[config.mk]
export PLATFORM = sky130hd
export DESIGN_NAME = counter_rmw_ctrl_flat
export DESIGN_NICKNAME = d
export VERILOG_FILES = /design/src/rtl/counter_rmw_ctrl_if.sv /design/src/rtl/counter_rmw_ctrl.sv /design/src/flat_wrapper.sv
export SDC_FILE = /design/constraint.sdc
export NUM_CORES = 1
export LEC_CHECK = 0
export CELL_PAD_IN_SITES_DETAIL_PLACEMENT = 0
export CELL_PAD_IN_SITES_GLOBAL_PLACEMENT = 1
export CORE_MARGIN = 2
export CORE_UTILIZATION = 37
export DETAILED_ROUTE_END_ITERATION = 7
export GPL_ROUTABILITY_DRIVEN = 0
export MAX_ROUTING_LAYER = met4
export PLACE_DENSITY = 0.88
export REMOVE_ABC_BUFFERS = 1
export SKIP_LAST_GASP = 1
export SYNTH_ARGS = -nofsm -noshare
export SYNTH_HDL_FRONTEND = slang
export SYNTH_SLANG_ARGS = --single-unit
[constraint.sdc]
create_clock -name clk -period 5.37 [get_ports clk]
set_input_delay 0.8055 -clock clk [delete_from_list [all_inputs] [get_ports clk]]
set_output_delay 0.8055 -clock clk [all_outputs]
set_load 0.005 [all_outputs]
[src/rtl/counter_rmw_ctrl_if.sv]
// Request/response handshake between a counter client and counter_rmw_ctrl.
// master = requester, slave = sequencer.
interface counter_rmw_ctrl_if #(
    parameter int ADDR_WIDTH = 8,
    parameter int DATA_WIDTH = 3
);
    logic                  req_valid;
    logic                  req_ready;
    logic [1:0]            req_op;
    logic [ADDR_WIDTH-1:0] req_idx;
    logic [DATA_WIDTH-1:0] req_val;
    logic                  resp_valid;
    logic [ADDR_WIDTH-1:0] resp_idx;
    logic [DATA_WIDTH-1:0] resp_old;
    logic [DATA_WIDTH-1:0] resp_new;
    logic                  resp_sat;

    modport master (
        output req_valid, req_op, req_idx, req_val,
        input  req_ready,
        input  resp_valid, resp_idx, resp_old, resp_new, resp_sat
    );

    modport slave (
        input  req_valid, req_op, req_idx, req_val,
        output req_ready,
        output resp_valid, resp_idx, resp_old, resp_new, resp_sat
    );
endinterface

[src/rtl/counter_rmw_ctrl.sv]
// Read-modify-write sequencer for a 1W1R SRAM of saturating counters,
// with one-deep write forwarding and a post-reset init sweep.
module counter_rmw_ctrl #(
    parameter int ADDR_WIDTH = 8,
    parameter int DATA_WIDTH = 3,
    parameter logic [DATA_WIDTH-1:0] INIT_VAL = '0
) (
    input  logic                  clk,
    input  logic                  rst,
    counter_rmw_ctrl_if.slave     bus,
    output logic                  init_done,
    output logic                  sram_csb0,
    output logic [ADDR_WIDTH-1:0] sram_addr0,
    output logic [DATA_WIDTH-1:0] sram_din0,
    output logic                  sram_csb1,
    output logic [ADDR_WIDTH-1:0] sram_addr1,
    input  logic [DATA_WIDTH-1:0] sram_dout1
);
    localparam logic [DATA_WIDTH-1:0] CMAX = '1;
    localparam logic [1:0] OP_QUERY = 2'b00;
    localparam logic [1:0] OP_INC   = 2'b01;
    localparam logic [1:0] OP_DEC   = 2'b10;
    localparam logic [1:0] OP_SET   = 2'b11;

    typedef enum logic [1:0] {
        ST_RESET,
        ST_INIT,
        ST_RUN
    } state_e;

    state_e                state_q, state_d;
    logic [ADDR_WIDTH-1:0] sweep_q, sweep_d;
    logic                  s1_valid_q, s1_valid_d;
    logic [1:0]            s1_op_q, s1_op_d;
    logic [ADDR_WIDTH-1:0] s1_idx_q, s1_idx_d;
    logic [DATA_WIDTH-1:0] s1_val_q, s1_val_d;
    logic                  fwd_valid_q, fwd_valid_d;
    logic [ADDR_WIDTH-1:0] fwd_idx_q, fwd_idx_d;
    logic [DATA_WIDTH-1:0] fwd_data_q, fwd_data_d;

    logic [DATA_WIDTH-1:0] old_v;
    logic [DATA_WIDTH-1:0] new_v;
    logic                  sat_v;
    logic                  wr_v;

    always_ff @(posedge clk or posedge rst) begin
        if (rst) begin
            state_q     <= ST_RESET;
            sweep_q     <= '0;
            s1_valid_q  <= 1'b0;
            s1_op_q     <= '0;
            s1_idx_q    <= '0;
            s1_val_q    <= '0;
            fwd_valid_q <= 1'b0;
            fwd_idx_q   <= '0;
            fwd_data_q  <= '0;
        end else begin
            state_q     <= state_d;
            sweep_q     <= sweep_d;
            s1_valid_q  <= s1_valid_d;
            s1_op_q     <= s1_op_d;
            s1_idx_q    <= s1_idx_d;
            s1_val_q    <= s1_val_d;
            fwd_valid_q <= fwd_valid_d;
            fwd_idx_q   <= fwd_idx_d;
            fwd_data_q  <= fwd_data_d;
        end
    end

    // The array has not yet seen last cycle's write; take it from fwd.
    always_comb begin
        old_v = sram_dout1;
        if (fwd_valid_q && fwd_idx_q == s1_idx_q)
            old_v = fwd_data_q;
        new_v = old_v;
        sat_v = 1'b0;
        unique case (s1_op_q)
            OP_QUERY: new_v = old_v;
            OP_INC: begin
                sat_v = (old_v == CMAX);
                new_v = sat_v ? old_v : old_v + 1'b1;
            end
            OP_DEC: begin
                sat_v = (old_v == '0);
                new_v = sat_v ? old_v : old_v - 1'b1;
            end
            OP_SET:   new_v = s1_val_q;
            default:  new_v = old_v;
        endcase
        wr_v = (s1_op_q != OP_QUERY) && (new_v != old_v);
    end

    always_comb begin
        state_d        = state_q;
        sweep_d        = sweep_q;
        s1_valid_d     = 1'b0;
        s1_op_d        = s1_op_q;
        s1_idx_d       = s1_idx_q;
        s1_val_d       = s1_val_q;
        fwd_valid_d    = 1'b0;
        fwd_idx_d      = fwd_idx_q;
        fwd_data_d     = fwd_data_q;
        bus.req_ready  = 1'b0;
        bus.resp_valid = 1'b0;
        bus.resp_idx   = '0;
        bus.resp_old   = '0;
        bus.resp_new   = '0;
        bus.resp_sat   = 1'b0;
        sram_csb0      = 1'b1;
        sram_addr0     = '0;
        sram_din0      = '0;
        sram_csb1      = 1'b1;
        sram_addr1     = '0;
        unique case (state_q)
            ST_RESET: begin
                state_d = ST_INIT;
                sweep_d = '0;
            end
            ST_INIT: begin
                sram_csb0  = 1'b0;
                sram_addr0 = sweep_q;
                sram_din0  = INIT_VAL;
                sweep_d    = sweep_q + 1'b1;
                if (&sweep_q)
                    state_d = ST_RUN;
            end
            ST_RUN: begin
                bus.req_ready = 1'b1;
                if (bus.req_valid) begin
                    sram_csb1  = 1'b0;
                    sram_addr1 = bus.req_idx;
                    s1_valid_d = 1'b1;
                    s1_op_d    = bus.req_op;
                    s1_idx_d   = bus.req_idx;
                    s1_val_d   = bus.req_val;
                end
                if (s1_valid_q) begin
                    bus.resp_valid = 1'b1;
                    bus.resp_idx   = s1_idx_q;
                    bus.resp_old   = old_v;
                    bus.resp_new   = new_v;
                    bus.resp_sat   = sat_v;
                    if (wr_v) begin
                        sram_csb0   = 1'b0;
                        sram_addr0  = s1_idx_q;
                        sram_din0   = new_v;
                        fwd_valid_d = 1'b1;
                        fwd_idx_d   = s1_idx_q;
                        fwd_data_d  = new_v;
                    end
                end
            end
            default: state_d = ST_RESET;
        endcase
    end

    assign init_done = (state_q == ST_RUN);
endmodule

[src/flat_wrapper.sv]
// flat-port wrapper written by rule: the top's interface ports become plain ports
module counter_rmw_ctrl_flat 
#(
    parameter int ADDR_WIDTH = 8,
    parameter int DATA_WIDTH = 3,
    parameter logic [DATA_WIDTH-1:0] INIT_VAL = '0
)
  (clk, rst, init_done, sram_csb0, sram_addr0, sram_din0, sram_csb1, sram_addr1, sram_dout1, bus_req_valid, bus_req_op, bus_req_idx, bus_req_val, bus_req_ready, bus_resp_valid, bus_resp_idx, bus_resp_old, bus_resp_new, bus_resp_sat);
  counter_rmw_ctrl_if #(.ADDR_WIDTH(ADDR_WIDTH), .DATA_WIDTH(DATA_WIDTH)) bus_i ();
  input  logic clk;
  input  logic rst;
  output logic init_done;
  output logic sram_csb0;
  output logic [ADDR_WIDTH-1:0] sram_addr0;
  output logic [DATA_WIDTH-1:0] sram_din0;
  output logic sram_csb1;
  output logic [ADDR_WIDTH-1:0] sram_addr1;
  input  logic [DATA_WIDTH-1:0] sram_dout1;
  input wire logic [$bits(bus_i.req_valid)-1:0] bus_req_valid;
  input wire logic [$bits(bus_i.req_op)-1:0] bus_req_op;
  input wire logic [$bits(bus_i.req_idx)-1:0] bus_req_idx;
  input wire logic [$bits(bus_i.req_val)-1:0] bus_req_val;
  output wire logic [$bits(bus_i.req_ready)-1:0] bus_req_ready;
  output wire logic [$bits(bus_i.resp_valid)-1:0] bus_resp_valid;
  output wire logic [$bits(bus_i.resp_idx)-1:0] bus_resp_idx;
  output wire logic [$bits(bus_i.resp_old)-1:0] bus_resp_old;
  output wire logic [$bits(bus_i.resp_new)-1:0] bus_resp_new;
  output wire logic [$bits(bus_i.resp_sat)-1:0] bus_resp_sat;
  assign bus_i.req_valid = bus_req_valid;
  assign bus_i.req_op = bus_req_op;
  assign bus_i.req_idx = bus_req_idx;
  assign bus_i.req_val = bus_req_val;
  assign bus_req_ready = bus_i.req_ready;
  assign bus_resp_valid = bus_i.resp_valid;
  assign bus_resp_idx = bus_i.resp_idx;
  assign bus_resp_old = bus_i.resp_old;
  assign bus_resp_new = bus_i.resp_new;
  assign bus_resp_sat = bus_i.resp_sat;
  counter_rmw_ctrl #(.ADDR_WIDTH(ADDR_WIDTH), .DATA_WIDTH(DATA_WIDTH), .INIT_VAL(INIT_VAL)) u_core (.clk(clk), .rst(rst), .bus(bus_i), .init_done(init_done), .sram_csb0(sram_csb0), .sram_addr0(sram_addr0), .sram_din0(sram_din0), .sram_csb1(sram_csb1), .sram_addr1(sram_addr1), .sram_dout1(sram_dout1));
endmodule
# Word level (Yosys, flattened, before mapping)
# Cells that the tools add are included.
totals:
  register_bits: 36
  out_inout_bits: 39
  wordCells: 70
op_classes:
  addsub: 3
  n_eq_ne: 9
  muxes: 37
  n_bitwise: 1
  n_reduce_logical: 11
ops:
  columns: ["cell", "count"]
  rows:
  - ["$mux 8", 6]
  - ["$pmux 8 s2", 2]
  - ["$mux 3", 10]
  - ["$mux 1", 14]
  - ["$pmux 3 s4", 1]
  - ["$add 8x1->8 const B", 1]
  - ["$eq 8x8->1", 1]
  - ["$reduce_and 8->1", 1]
  - ["$eq 2x2->1 const B", 3]
  - ["$pmux 2 s3", 1]
  - ["$eq 2x1->1 const B", 2]
  - ["$logic_not 2->1", 2]
  - ["$pmux 1 s2", 2]
  - ["$reduce_and 2->1", 2]
  - ["$reduce_bool 2->1", 2]
  - ["$add 3x1->3 const B", 1]
  - ["$eq 3x3->1 const B", 1]
  - ["$logic_not 3->1", 1]
  - ["$ne 3x3->1", 1]
  - ["$reduce_and 3->1", 1]
  - ["$sub 3x1->3 const B", 1]
  - ["$logic_and 1x1->1", 2]
  - ["$mux 2", 1]
  - ["$ne 2x1->1 const B", 1]
  - ["$not 1->1", 1]

# Longest topological paths before layout
depth:
  word_depth: 11
  mapped_depth: 18

# Least setup slack after synthesis
# OpenSTA, ideal clock, no wires.
synth_path:
  path_kind: "register to output"
  from: "reg u_core.s1_idx_q[4]"
  to: "out sram_addr0[2]"
  arrival_ns: 3.724
  required_time_ns: 4.564
  path_slack_ns: 0.840
  path_stages_with_launch: 19
  path_buffers: 3
  path_cell_list: "dfrtp_1 -> xor2_1 -> nor4_2 -> and4_1 -> buf_6 -> buf_12 -> mux2i_1 -> ha_1 -> ha_1 -> inv_1 -> nand2_1 -> o21ai_0 -> or2_2 -> a21o_1 -> mux2i_1 -> a311o_2 -> inv_2 -> buf_4 -> a32o_1"
synth_between:
  elab_chain_len: 11
synth_lines:
  columns: ["element", "line", "source"]
  rows:
  - ["start, declared", "counter_rmw_ctrl.sv:35", "logic [ADDR_WIDTH-1:0] s1_idx_q, s1_idx_d;"]
  - ["start signal, assigned", "counter_rmw_ctrl.sv:62", "s1_idx_q <= s1_idx_d;"]
  - ["$eq 8x8->1 *", "counter_rmw_ctrl.sv:73", "if (fwd_valid_q && fwd_idx_q == s1_idx_q)"]
  - ["$logic_and 1x1->1 *", "counter_rmw_ctrl.sv:73", null]
  - ["$mux 3 *", "counter_rmw_ctrl.sv:73", null]
  - ["$sub 3x1->3, or another cell as far along", "counter_rmw_ctrl.sv:85", "new_v = sat_v ? old_v : old_v - 1'b1;"]
  - ["$mux 3 (on tied branches)", "counter_rmw_ctrl.sv:85, counter_rmw_ctrl.sv:81", null]
  - ["$pmux 3 s4", "counter_rmw_ctrl.sv:77", "unique case (s1_op_q)"]
  - ["$ne 3x3->1 *", "counter_rmw_ctrl.sv:90", "wr_v = (s1_op_q != OP_QUERY) && (new_v != old_v);"]
  - ["$logic_and 1x1->1 *", "counter_rmw_ctrl.sv:90", null]
  - ["$mux 8 *", "counter_rmw_ctrl.sv:143", "if (wr_v) begin"]
  - ["$mux 8 *", "counter_rmw_ctrl.sv:137", "if (s1_valid_q) begin"]
  - ["$pmux 8 s2 *", "counter_rmw_ctrl.sv:114", "unique case (state_q)"]
  - ["end, declared", "flat_wrapper.sv:14", "output logic [ADDR_WIDTH-1:0] sram_addr0;"]
# Mark *: on every way between the ends. The rest lies on a longest branch, timed or not.

# Worst setup path in the final report
layout_path:
  from: "reg u_core.s1_idx_q[7]"
  to: "out sram_din0[1]"
layout_between:
  elab_chain_len: 11
layout_lines:
  columns: ["element", "line", "source"]
  rows:
  - ["$eq 8x8->1 *", "counter_rmw_ctrl.sv:73", null]
  - ["$logic_and 1x1->1 *", "counter_rmw_ctrl.sv:73", null]
  - ["$mux 3 *", "counter_rmw_ctrl.sv:73", null]
  - ["$sub 3x1->3, or another cell as far along", "counter_rmw_ctrl.sv:85", null]
  - ["$mux 3 (on tied branches)", "counter_rmw_ctrl.sv:85, counter_rmw_ctrl.sv:81", null]
  - ["$pmux 3 s4", "counter_rmw_ctrl.sv:77", null]
  - ["$ne 3x3->1", "counter_rmw_ctrl.sv:90", null]
  - ["$logic_and 1x1->1", "counter_rmw_ctrl.sv:90", null]
  - ["$mux 3 *", "counter_rmw_ctrl.sv:143", null]
  - ["$mux 3 *", "counter_rmw_ctrl.sv:137", null]
  - ["$mux 3 *", "counter_rmw_ctrl.sv:114", null]
  - ["end, declared", "flat_wrapper.sv:15", "output logic [DATA_WIDTH-1:0] sram_din0;"]
# Marked as above.

==> flow_metrics.env <==
export IMPL_slew_violations=0
export IMPL_dpl_worst_slack_ns=0.235
export IMPL_fill_cells=570
export IMPL_worstSkewPairLatency_ns=0.28
export IMPL_crit_type="reg2out"
export IMPL_cts_tree="done"
export IMPL_synthTopCellsByArea="dfrtp_1, ha_1, and3_1"
export IMPL_final_antenna_net_count=0
export IMPL_track_usage=0.182
export IMPL_hold_viol_final=0
export IMPL_synth_edf_count=0
export IMPL_cts_buffers=5
export IMPL_min_delay_path_depth=1
export IMPL_setup_slack_ns=0.222
export IMPL_die_x_um=82.7
export IMPL_ir_drop_v=0.0000964
export IMPL_yosysTopAreaCell="dfrtp_1"
export IMPL_worstPathMaxFanout=11
export IMPL_yosys_cell_count_top_type="dfrtp_1"
export IMPL_min_path_type="reg2reg"
export IMPL_r2r_cells=15
export IMPL_yosys_warnings=0
export IMPL_clock_sinks=36
export IMPL_seq_area_frac_synth=0.393
export IMPL_slew_headroom=0.553
export IMPL_layout_cells_non_filler=367
export IMPL_antenna_found_initial=0
export IMPL_power_mw=0.516
export IMPL_synthArstFlopShare=1.00
export IMPL_place_area_um2=2920
export IMPL_max_cap_viol_count=0
export IMPL_antenna_cells=0
export IMPL_wirelength_um=5680
export IMPL_synth_cells=230
export IMPL_grt_pass1_vias=1860
export IMPL_core_area_um2=5960
export IMPL_tightest_slew_ns=0.671
export IMPL_die_area_um2=6830
export IMPL_drtIter0Drc=69
export IMPL_finalInstanceArea_um2=3080
export IMPL_r2r_slack_ns=1.52
export IMPL_fin_worst_skew_ns=0.00429
export IMPL_max_freq_ghz=0.194
export IMPL_initial_core_util=0.384
export IMPL_viasPerCell=5.38
export IMPL_overflow=0
export IMPL_ys_types=46
export IMPL_tns_ns=0
export IMPL_dp_hpwl_um=4180
export IMPL_crit_arrival_ns=4.34
export IMPL_status="completed"
export IMPL_regToRegStartpoint="u_core.s1_idx_q[7]$_DFFE_PP0P_"
export IMPL_yosysTopAreaCellShare=0.393
export IMPL_grt_max_degree=37
export IMPL_syn_cell_area_um2=2290
export IMPL_root_buffer="clkbuf_8"
export IMPL_fin_crit_sh=0.959
export IMPL_reg2reg_to="u_core.fwd_idx_q[7]$_DFFE_PP0P_"
export IMPL_firstDrtPassIters=4
export IMPL_required_ns=4.56
export IMPL_cp_start_kind="flop"
export IMPL_synth_ff_type="dfrtp_1"
export IMPL_grt_pass1_wl_um=9180
export IMPL_fin_util=0.517
export IMPL_nets=322
export IMPL_io_buffer_count=57
export IMPL_vias=1975
export IMPL_cp_end_kind="primary output"
export IMPL_clockBufferDepth=2
export IMPL_ios=58
export IMPL_leakage_nw=1.51
export IMPL_die_y_um=82.7
export IMPL_clkTransAtPathRegs_ns=0.07
export IMPL_synth_seq_cells=36
export IMPL_postCtsHoldBufs=0
export IMPL_htree_levels=2
export IMPL_fin_crit_ns=5.15
export IMPL_synth_commonest_cells="dfrtp_1, and3_1, o21ai_0"
export IMPL_hold_start="u_core.s1_val_q[0]$_DFFE_PP0P_"
export IMPL_num_rows=28
export IMPL_syn_to_final_growth_pct=34.5
export IMPL_dp_cells=357
export IMPL_route_detailed_drc=0
export IMPL_wl_per_cell_um=15.5
export IMPL_power_density_nw_per_um2=167
export IMPL_min_to="u_core.s1_val_q[0]$_DFFE_PP0P_"
export IMPL_avgSynthCellArea_um2=9.96
export IMPL_finalSetupViolCount=0
export IMPL_layout_drive_gt1_share=0.154
export IMPL_holdWs_ns=0.516
==> what timing repair did <==
action	CTS	global route
pin swaps	0	3
setup buffers	0	3
gates resized for setup	2	14
endpoints found under the setup margin	8	12
==> power by group <==
group | internal [mW] | switching [mW] | leakage (nW) | total, mW
combinational | 0.0186 | 0.0159 | 0.990 | 0.0344
clock | 0.114 | 0.0937 | 0.0503 | 0.208
sequential | 0.272 | 0.00125 | 0.471 | 0.273
total | 0.405 | 0.111 | 1.51 | 0.516
==> critical path, stage by stage (launching register included) <==
cell and delay [ns]:
dfrtp_1 0.44, xor2_1 0.19, nor4_2 0.29, and4_4 0.35, mux2i_2 0.27, ha_2 0.25
ha_2 0.22, inv_1 0.09, nand2_1 0.07, o21ai_0 0.08, or2_2 0.28, a21o_1 0.20
mux2i_1 0.12, a311o_2 0.41, buf_6 0.18, nor2_1 0.11, clkdlybuf4s50_1 0.50
==> how the worst max path moves through the flow <==
| stage | startpoint | to | slack, ns |
|---|---|---|---|
| after floorplan | u_core.s1_idx_q[4]$_DFFE_PP0P_ | sram_addr0[0] | 0.68 |
| after global placement | u_core.s1_idx_q[4]$_DFFE_PP0P_ | sram_addr0[7] | 0.33 |
| after detailed placement | u_core.s1_idx_q[4]$_DFFE_PP0P_ | sram_addr0[1] | 0.23 |
| after CTS | u_core.s1_idx_q[4]$_DFFE_PP0P_ | sram_addr0[1] | 0.03 |
| after global routing | u_core.s1_idx_q[6]$_DFFE_PP0P_ | sram_din0[0] | -0.007 |
| final | u_core.s1_idx_q[7]$_DFFE_PP0P_ | sram_din0[1] | 0.22 |
==> placed cells by master (no fill, tap or decap), types with 2 or more instances in the layout <==
master           instances
nand2b_1                 2
buf_4                    8
mux2_4                   7
mux2i_2                  2
xor2_1                   9
clkdlybuf4s50_1         57
mux2_2                   6
ha_2                     2
nor3b_1                  2
dfrtp_1                 33
inv_1                   15
clkbuf_8                 7
xnor2_1                  2
a22o_1                   3
nor2_1                  15
o21ai_0                 16
dfrtp_2                  3
nand3_1                  5
and3_1                  17
a21o_1                   9
a32o_1                   9
nor3_2                   2
ha_1                     9
nand2_1                 14
a21oi_1                 10
mux2i_1                  6
==> cell type report <==
type                       instances  area, um^2  share of cell area
clock buffer                       7        96.3              0.0313
sequential                        36         905               0.294
tap                               75        93.8              0.0305
inverter                          17        68.8              0.0223
timing repair buffer              66         642               0.208
multi-input combinational        166        1270               0.414
==> registers in the layout, summed over array words and instances, names as in the netlist <==
name                count
u_core.s1_val_q         3
u_core.state_q          2
u_core.fwd_valid_q      1
u_core.fwd_idx_q        8
u_core.fwd_data_q       3
u_core.s1_op_q          2
u_core.s1_idx_q         8
u_core.sweep_q          8
u_core.s1_valid_q       1
==> logic make-up (layout without fill, tap and decap cells) <==
kind of cell,Yosys count,count (layout),synth area share
fa+ha+maj,11,11,0.0601
flops,36,36,0.393
compound gates,58,58,0.179
xor+xnor,11,11,0.0421
mux,22,22,0.116
simple gates,64,64,0.146
buf+inv,28,90,0.0628
==> per-layer routing <==
metal | global-route usage | part of all wire
met5 | - | 0
met1 | 0.245 | 0.45
met2 | 0.278 | 0.46
met3 | 0.0380 | 0.077
met4 | 0.0525 | 0.0063
Power figures use the tool's default switching activity.
